$ cat src/rtl/inst_encoder_loader_pkg.sv
// Shared definitions for the 16-bit instruction format: opcodes, classes,
// field bit positions and the loader FSM states.
package inst_encoder_loader_pkg;

    localparam logic [3:0] OpAdd  = 4'h0;
    localparam logic [3:0] OpShl  = 4'h1;
    localparam logic [3:0] OpShr  = 4'h2;
    localparam logic [3:0] OpSub  = 4'h3;
    localparam logic [3:0] OpAnd  = 4'h4;
    localparam logic [3:0] OpAddi = 4'h5;
    localparam logic [3:0] OpLd   = 4'h6;
    localparam logic [3:0] OpSt   = 4'h7;
    localparam logic [3:0] OpBeq  = 4'h8;
    localparam logic [3:0] OpJmp  = 4'h9;

    typedef enum logic [2:0] {
        ClsR,
        ClsShift,
        ClsImm,
        ClsJump,
        ClsRsvd
    } inst_cls_e;

    // Bit positions are shared with the control unit decoder.
    localparam int unsigned OpLsb     = 0;
    localparam int unsigned OpMsb     = 3;
    localparam int unsigned DstLsb    = 4;
    localparam int unsigned DstMsb    = 6;
    localparam int unsigned Src1Lsb   = 7;
    localparam int unsigned Src1Msb   = 9;
    localparam int unsigned Src2Lsb   = 10;
    localparam int unsigned Src2Msb   = 12;
    localparam int unsigned ShamtLsb  = 13;
    localparam int unsigned ShamtMsb  = 15;
    localparam int unsigned IconstLsb = 10;
    localparam int unsigned IconstMsb = 15;
    localparam int unsigned JconstLsb = 4;
    localparam int unsigned JconstMsb = 12;

    typedef enum logic [1:0] {
        StIdle,
        StLoad,
        StWrite,
        StDone
    } state_e;

    function automatic inst_cls_e op_class(input logic [3:0] op);
        inst_cls_e cls;
        case (op)
            OpAdd, OpSub, OpAnd:        cls = ClsR;
            OpShl, OpShr:               cls = ClsShift;
            OpAddi, OpLd, OpSt, OpBeq:  cls = ClsImm;
            OpJmp:                      cls = ClsJump;
            default:                    cls = ClsRsvd;
        endcase
        return cls;
    endfunction

endpackage

$ cat src/rtl/inst_encoder_loader_encode.sv
// Combinational field packer: builds the 16-bit word for the opcode's class
// and flags reserved opcodes. Fields outside the class stay zero.
module inst_encode
    import inst_encoder_loader_pkg::*;
(
    input  logic [3:0]  opcode_i,
    input  logic [2:0]  dst_i,
    input  logic [2:0]  src1_i,
    input  logic [2:0]  src2_i,
    input  logic [2:0]  shamt_i,
    input  logic [5:0]  iconst_i,
    input  logic [8:0]  jconst_i,
    output logic [15:0] word_o,
    output logic        legal_o
);

    inst_cls_e cls;

    always_comb begin
        word_o  = '0;
        cls     = op_class(opcode_i);
        legal_o = (cls != ClsRsvd);
        word_o[OpMsb:OpLsb] = opcode_i;
        case (cls)
            ClsR: begin
                word_o[DstMsb:DstLsb]   = dst_i;
                word_o[Src1Msb:Src1Lsb] = src1_i;
                word_o[Src2Msb:Src2Lsb] = src2_i;
            end
            ClsShift: begin
                word_o[DstMsb:DstLsb]     = dst_i;
                word_o[Src1Msb:Src1Lsb]   = src1_i;
                word_o[ShamtMsb:ShamtLsb] = shamt_i;
            end
            ClsImm: begin
                word_o[DstMsb:DstLsb]       = dst_i;
                word_o[Src1Msb:Src1Lsb]     = src1_i;
                word_o[IconstMsb:IconstLsb] = iconst_i;
            end
            ClsJump: begin
                word_o[JconstMsb:JconstLsb] = jconst_i;
            end
            default: word_o = '0;
        endcase
    end

endmodule

$ cat src/rtl/inst_encoder_loader.sv
// Program loader: accepts field bundles, encodes them and writes the words
// sequentially into instruction memory from address 0.
module inst_encoder_loader
    import inst_encoder_loader_pkg::*;
#(
    parameter int unsigned ADDR_W = 8
) (
    input  logic              clk,
    input  logic              reset,
    input  logic              start,
    input  logic              in_valid,
    output logic              in_ready,
    input  logic [3:0]        in_opcode,
    input  logic [2:0]        in_dst,
    input  logic [2:0]        in_src1,
    input  logic [2:0]        in_src2,
    input  logic [2:0]        in_shamt,
    input  logic [5:0]        in_iconst,
    input  logic [8:0]        in_jconst,
    input  logic              in_last,
    output logic              mem_we,
    output logic [ADDR_W-1:0] mem_addr,
    output logic [15:0]       mem_wdata,
    output logic [ADDR_W:0]   count,
    output logic              done,
    output logic              full,
    output logic              err_illegal
);

    localparam logic [ADDR_W-1:0] PtrMax = '1;

    state_e            state_q, state_d;
    logic [ADDR_W-1:0] ptr_q, ptr_d;
    logic [ADDR_W-1:0] addr_q, addr_d;
    logic [ADDR_W:0]   count_q, count_d;
    logic [15:0]       word_q, word_d;
    logic              last_q, last_d;
    logic              full_q, full_d;
    logic              err_q, err_d;

    logic [15:0]       enc_word;
    logic              enc_legal;

    inst_encode u_encode (
        .opcode_i (in_opcode),
        .dst_i    (in_dst),
        .src1_i   (in_src1),
        .src2_i   (in_src2),
        .shamt_i  (in_shamt),
        .iconst_i (in_iconst),
        .jconst_i (in_jconst),
        .word_o   (enc_word),
        .legal_o  (enc_legal)
    );

    always_comb begin
        state_d = state_q;
        ptr_d   = ptr_q;
        addr_d  = addr_q;
        count_d = count_q;
        word_d  = word_q;
        last_d  = last_q;
        full_d  = full_q;
        err_d   = err_q;
        case (state_q)
            StIdle, StDone: begin
                if (start) begin
                    state_d = StLoad;
                    ptr_d   = '0;
                    count_d = '0;
                    full_d  = 1'b0;
                    err_d   = 1'b0;
                end
            end
            StLoad: begin
                if (in_valid) begin
                    if (enc_legal) begin
                        word_d  = enc_word;
                        last_d  = in_last;
                        addr_d  = ptr_q;
                        state_d = StWrite;
                    end else begin
                        err_d = 1'b1;
                    end
                end
            end
            StWrite: begin
                count_d = count_q + (ADDR_W + 1)'(1);
                // Top address just written: stop without wrapping the pointer.
                if (ptr_q == PtrMax) begin
                    full_d  = 1'b1;
                    state_d = StDone;
                end else begin
                    ptr_d   = ptr_q + ADDR_W'(1);
                    state_d = last_q ? StDone : StLoad;
                end
            end
            default: state_d = StIdle;
        endcase
    end

    always_ff @(posedge clk) begin
        if (reset) begin
            state_q <= StIdle;
            ptr_q   <= '0;
            addr_q  <= '0;
            count_q <= '0;
            word_q  <= '0;
            last_q  <= 1'b0;
            full_q  <= 1'b0;
            err_q   <= 1'b0;
        end else begin
            state_q <= state_d;
            ptr_q   <= ptr_d;
            addr_q  <= addr_d;
            count_q <= count_d;
            word_q  <= word_d;
            last_q  <= last_d;
            full_q  <= full_d;
            err_q   <= err_d;
        end
    end

    assign in_ready    = (state_q == StLoad);
    assign mem_we      = (state_q == StWrite);
    assign done        = (state_q == StDone);
    assign mem_addr    = addr_q;
    assign mem_wdata   = word_q;
    assign count       = count_q;
    assign full        = full_q;
    assign err_illegal = err_q;

endmodule

$ cat config.mk
export PLATFORM = sky130hd
export DESIGN_NAME = inst_encoder_loader
export DESIGN_NICKNAME = d
export VERILOG_FILES = /design/src/rtl/inst_encoder_loader_pkg.sv /design/src/rtl/inst_encoder_loader_encode.sv /design/src/rtl/inst_encoder_loader.sv
export SDC_FILE = /design/constraint.sdc
export NUM_CORES = 1
export LEC_CHECK = 0
export CORE_ASPECT_RATIO = 1.2
export CORE_MARGIN = 2
export CORE_UTILIZATION = 50
export CTS_BUF_LIST = sky130_fd_sc_hd__clkbuf_4
export DETAILED_ROUTE_END_ITERATION = 8
export PLACE_DENSITY = 0.91
export SYNTH_ARGS = -nofsm -noshare
export SYNTH_HDL_FRONTEND = slang
export SYNTH_SLANG_ARGS = --single-unit
$ cat constraint.sdc
create_clock -name clk -period 5.1 [get_ports clk]
set_clock_uncertainty 0.15 [all_clocks]
set_input_delay 1.275 -clock clk [delete_from_list [all_inputs] [get_ports clk]]
set_output_delay 1.275 -clock clk [all_outputs]
set_load 0.02 [all_outputs]
==> Word level (Yosys, flattened, before mapping) <==
Memories as Yosys holds them, arrays and structs flattened.
Cells that the tools add are included.
{ "classes": {"shift": 0, "n_mul": 0, "eq_ne": 14, "n_div": 0, "add_sub_neg": 2, "n_mux": 21, "magnitude_cmp": 0, "n_reduce_logical": 13, "bitwise": 0} }
{ "op_table": {"columns": ["operator", "n"], "rows": [
  ["$pmux W9 S2", 1],
  ["$mux W8", 2],
  ["$pmux W8 S2", 1],
  ["$pmux W6 S2", 1],
  ["$reduce_and A3 Y1", 4],
  ["$mux W2", 5],
  ["$add A9 B1 Y9 const B", 1],
  ["$mux W9", 1],
  ["$pmux W3 S3", 1],
  ["$add A8 B1 Y8 const B", 1],
  ["$eq A8 B8 Y1 const B", 1],
  ["$ne A2 B2 Y1 const B", 4],
  ["$eq A3 B2 Y1 const B", 2],
  ["$pmux W2 S3", 1],
  ["$pmux W3 S2", 1],
  ["$eq A2 B2 Y1 const B", 2],
  ["$mux W1", 4],
  ["$mux W4", 1],
  ["$ne A2 B1 Y1 const B", 2],
  ["$pmux W1 S2", 2],
  ["$reduce_and A4 Y1", 1],
  ["$reduce_bool A2 Y1", 2],
  ["$reduce_or A4 Y1", 1],
  ["$eq A3 B1 Y1 const B", 1],
  ["other kinds (7)", 7]
]} }
{ "word_totals": {"latch_bits": 0, "in_bits": 36, "ff_bits": 46, "ramBits": 0, "out_inout_bits": 38, "mem_count": 1, "word_cells": 59, "romBits": 48} }
{ "memory_table": {"columns": ["name", "words", "word_bits", "read_ports", "rd_ports_with_merged_regs", "wr", "line", "text"], "rows": [
  ["(no name shown)", 16, 3, 1, 0, 0, "inst_encoder_loader_pkg.sv:49", "case (op)"]
]} }

==> Depth between registers and ports, before layout <==
An unclocked memory read counts as a cell.
{ "logic_depth": {"depth_word": 5, "depth_mapped": 7, "mapped_depth_nobuf": 6} }

==> Cells and area by module <==
Synthesis repeated with hierarchy kept, for this count alone.
{ "hier_totals": {"hier_cells": 266, "area_unflattened_um2": 2233.4} }
{ "modules_own_cells": {"columns": ["module", "seq_area_each_um2", "instances", "cells_each", "area_each_um2"], "rows": [
  ["inst_encoder_loader", 920.9, 1, 229, 1931.9],
  ["inst_encode", 0.0, 1, 37, 301.5]
]} }

==> Worst setup path before layout <==
OpenSTA, ideal clock, no wires.
{ "synth_path": {"path_kind": "in2reg", "from": "input in_opcode[1]", "to": "register word_q[12] (netlist: mem_wdata[12])", "setup_slack_ps": 2400, "arrival_ps": 2433, "stages": 7, "n_path_buf": 1, "required_ps": 4833, "setup_ps": 117, "path_cell_list": "inv_1 -> ha_1 -> nor4bb_1 -> buf_1 -> and2_1 -> a221o_1 -> a22o_1"} }
{ "synth_between": {"elab_chain_cells": 3, "word_cells_on_any_way": 7, "cone_classes": "3 x eq/ne; 1 x mux; 2 x reduce/logical; 1 x memory"} }
{ "synth_rtl": {"columns": ["item", "line", "text"], "rows": [
  ["start: declaration", "inst_encoder_loader.sv:13", "input logic [3:0] in_opcode,"],
  ["$mem_v2 Z16 W3 *", null, null],
  ["$eq A3 B2 Y1 (tied with other cells)", "inst_encoder_loader_encode.sv:24", "case (cls)"],
  ["$pmux W3 S3 or $reduce_and A3 Y1 (tied branches)", null, null],
  ["end signal: assignment", "inst_encoder_loader.sv:117", "word_q <= word_d;"],
  ["end: declaration", "inst_encoder_loader.sv:36", "logic [15:0] word_q, word_d;"]
]} }
Mark *: on every way between the ends. The rest lies on a longest branch, timed or not.
A chain may end at the register's enable or synchronous reset.

==> Worst setup path after layout <==
{ "layout_path": {"from": "register state_q[0]", "to": "output mem_we"} }
{ "layout_between": {"elab_chain_cells": 1} }
{ "layout_rtl": {"columns": ["item", "line", "text"], "rows": [
  ["start: declaration", "inst_encoder_loader.sv:32", "state_e state_q, state_d;"],
  ["start signal: assignment", "inst_encoder_loader.sv:104", "state_q <= StIdle;"],
  ["start signal: assignment", "inst_encoder_loader.sv:113", "state_q <= state_d;"],
  ["$eq A2 B2 Y1", "inst_encoder_loader.sv:125", "assign mem_we = (state_q == StWrite);"],
  ["end: declaration", "inst_encoder_loader.sv:21", "output logic mem_we,"]
]} }
No other way between the ends.

==> results_dict.tcl <==
set metrics [dict create \
    status "complete, no violations" \
    vias 2126 \
    core_area_mm2 0.00420 \
    setup_slack_ns 1.83 \
    cts_hold_buf 0 \
    synth_nets 292 \
    post-route-period-util_pct 64.1 \
    synthAdderAreaFrac_pct 4.64 \
    power.density_mw_per_mm2 231 \
    grt_antenna_before_repair 0 \
    drive_gt1_share_pct 3.46 \
    final_area_mm2 0.00297 \
    crit_path_start_kind "register" \
    cts_root_buf "clkbuf_4" \
    ys_ff_latch 46 \
    power.total_mw 0.688 \
    multi_input_area_mm2 0.00115 \
    clk_pin_slew_ns 0.13 \
    comb_power_share_pct 19.9 \
    synth_area_per_cell_um2 8.69 \
    synth-simple-area-share_pct 17.7 \
    holdWs_ns 0.334 \
    ios 74 \
    drt-total-wl_um 5520 \
    clkSinkCount 46 \
    cts_tree "done" \
    highest_layer "met4" \
    tightest_slew_ns 1.09 \
    synth_cell_type_count 44 \
    layout_commonest_cell "clkdlybuf4s50_1" \
    synth_compound_area_share_pct 26.8 \
    cts-resized-gates 0 \
    grt_overflow_total 0 \
    grt_pass1_vias 2049 \
    cp.required_ns 3.67 \
    p_leak_nw 1.02 \
    grt_max_degree 28 \
    worstSetupPathType "reg2out" \
    rsz0062_at_grt "no" \
    h-tree-depth 2 \
    slew_headroom_pct 27.1 \
    diodes 0 \
    grt_pass1_wl_um 9140 \
    place_hpwl_um 4070 \
    ant_nets 0 \
    cts_buffers 5 \
    syn_area_mm2 0.00216 \
    initial_core_util_pct 51.4 \
    drtIter0Drc 144 \
    placement.io_buffers 73 \
    swShare_pct 28.9 \
    setup_viol 0 \
    drt_first_pass_iters 4 \
    synthMuxAreaShare_pct 1.45 \
    fin_util_pct 70.8 \
    clkPwrFrac_pct 25.5 \
    regArea_um2 921 \
    synth-seq-area-share_pct 42.7 \
    hold_class "reg2reg" \
    irDropWorstVdd_v 0.000148 \
    drv_slew 0 \
    grt_use_total_pct 23.4 \
    critPathMaxFanout 11 \
    clkLatencyLatePin_ns 0.36 \
    clockBufferDepth 2 \
    max_freq_ghz 0.306 \
    dp_cells 366 \
    nFillCells 323 \
    dieWidth_um 63.9 \
    met2_length_um 2790 \
    p_seq_share_pct 54.6 \
    final_cell_mix "clkdlybuf4s50_1, dfxtp_1, a21oi_1" \
    setup_tns_ns 0 \
    synth_top_area_share_pct 42.7 \
    yosys.area.top_type "dfxtp_1" \
    rows 26 \
    p_sw_mw 0.199 \
    met1_length_um 2320 \
    viasPerCell 5.68 \
    drc_errors 0 \
    period_minus_slack_ns 3.27 \
    stdcell_count 374 \
    endpoint_kind "primary output" \
    synth_xor_xnor_area_share_pct 2.84 \
    post-cts-setup-buffers 0 \
    nets 361 \
    die_h_um 75.9 \
    dieArea_mm2 0.00485 \
    finalWeightedCongestion 0.838 \
    place_ws_ns 1.54 \
    layout-area-overhead-vs-synth_pct 37.9 \
    netlist_top_cells_area "dfxtp_1, a21oi_1, o21ai_0" \
    drv_cap 0 \
    crit_arrival_ns 1.84 \
    wl_per_cell_um 14.7 \
    yosysWarnings 0 \
    synth_top_family_by_area "compound AO/OA/AOI/OAI gates" \
    hold_viol 0 \
    p_int_mw 0.489 \
    wl_met3_um 303 \
    dpl_cell_area_mm2 0.00292 \
    synthCells 248 \
]
[layout make-up]
cell class | count | share of cell area, %
Tap cell | 56 | 2.36
Sequential cell | 46 | 31.0
Inverter | 8 | 1.01
Timing Repair Buffer | 75 | 25.1
Clock inverter | 2 | 0.295
Multi-Input combinational cell | 181 | 38.8
Clock buffer | 6 | 1.52
[critical path, cell delays in order (launching register included)]
cell and delay, ns:
dfxtp_1 0.37, inv_1 0.07, ha_1 0.37, clkdlybuf4s50_1 0.67
[Yosys cell counts]
| cell type | instances |
|---|---|
| a211o_1 | 1 |
| a211oi_1 | 5 |
| a21boi_0 | 1 |
| a21oi_1 | 30 |
| a221o_1 | 3 |
| a22o_1 | 3 |
| a22oi_1 | 9 |
| a311o_1 | 1 |
| a311oi_1 | 1 |
| a32oi_1 | 1 |
| and2_1 | 4 |
| and3_1 | 2 |
| and4_1 | 1 |
| buf_1 | 1 |
| buf_2 | 2 |
| clkbuf_1 | 9 |
| clkbuf_2 | 1 |
| dfxtp_1 | 46 |
| ha_1 | 8 |
| inv_1 | 8 |
| mux2_2 | 1 |
| mux2i_1 | 2 |
| nand2_1 | 11 |
| nand2b_1 | 3 |
| nand3_1 | 16 |
| nand3b_1 | 1 |
| nand4_1 | 5 |
| nand4b_1 | 1 |
| nor2_1 | 13 |
| nor2b_1 | 2 |
| nor3_1 | 3 |
| nor3b_1 | 1 |
| nor4bb_1 | 2 |
| o211ai_1 | 2 |
| o21a_1 | 1 |
| o21ai_0 | 23 |
| o21bai_1 | 1 |
| o2bb2ai_1 | 6 |
| o31ai_1 | 1 |
| o32ai_1 | 2 |
| or2_2 | 1 |
| or3_1 | 6 |
| xnor2_1 | 3 |
| xor2_1 | 4 |
[kinds of logic (layout without fill, tap and decap cells)]
logic type                 count (synthesis)  after routing
adders and majority gates                  8              8
buffers and inverters                     21             91
AOI/OAI and AO/OA                         91             91
and+or+nand+nor                           72             72
muxes                                      3              3
DFF                                       46             46
xor gates and xnor gates                   7              7
[path summary, 6_finish.rpt]
kind / from / endpoint / slack, ns / depth (start not counted)
max reg2reg: state_q[0] / ptr_q[2] / 2.50 / 5
min: mem_wdata[7] / mem_wdata[7] / 0.33 / 1
max: state_q[0] / mem_we / 1.83 / 3
min reg2reg: mem_wdata[7] / mem_wdata[7] / 0.33 / 1
[state kept, by name (all words and copies together) (netlist names)]
register / flops
mem_addr: 8
err_illegal: 1
ptr_q: 8
full: 1
mem_wdata: 16
count: 9
last_q: 1
state_q: 2
[power by group through the flow]
stage	sequential (mW)	combinational [mW]	clock, mW
after floorplan	0.390	0.0699	0
after global placement	0.383	0.133	0
after detailed placement	0.383	0.136	0
after CTS	0.376	0.136	0.175
after global routing	0.377	0.149	0.193
final	0.376	0.137	0.175
[routing by layer]
metal	GRT usage [%]	vias to the layer above
li1	-	1053
met1	27.8	981
met2	39.2	81
met3	6.23	11
met4	10.2	0
met5	0	-
Note: power is estimated with default switching activity, not from simulation.
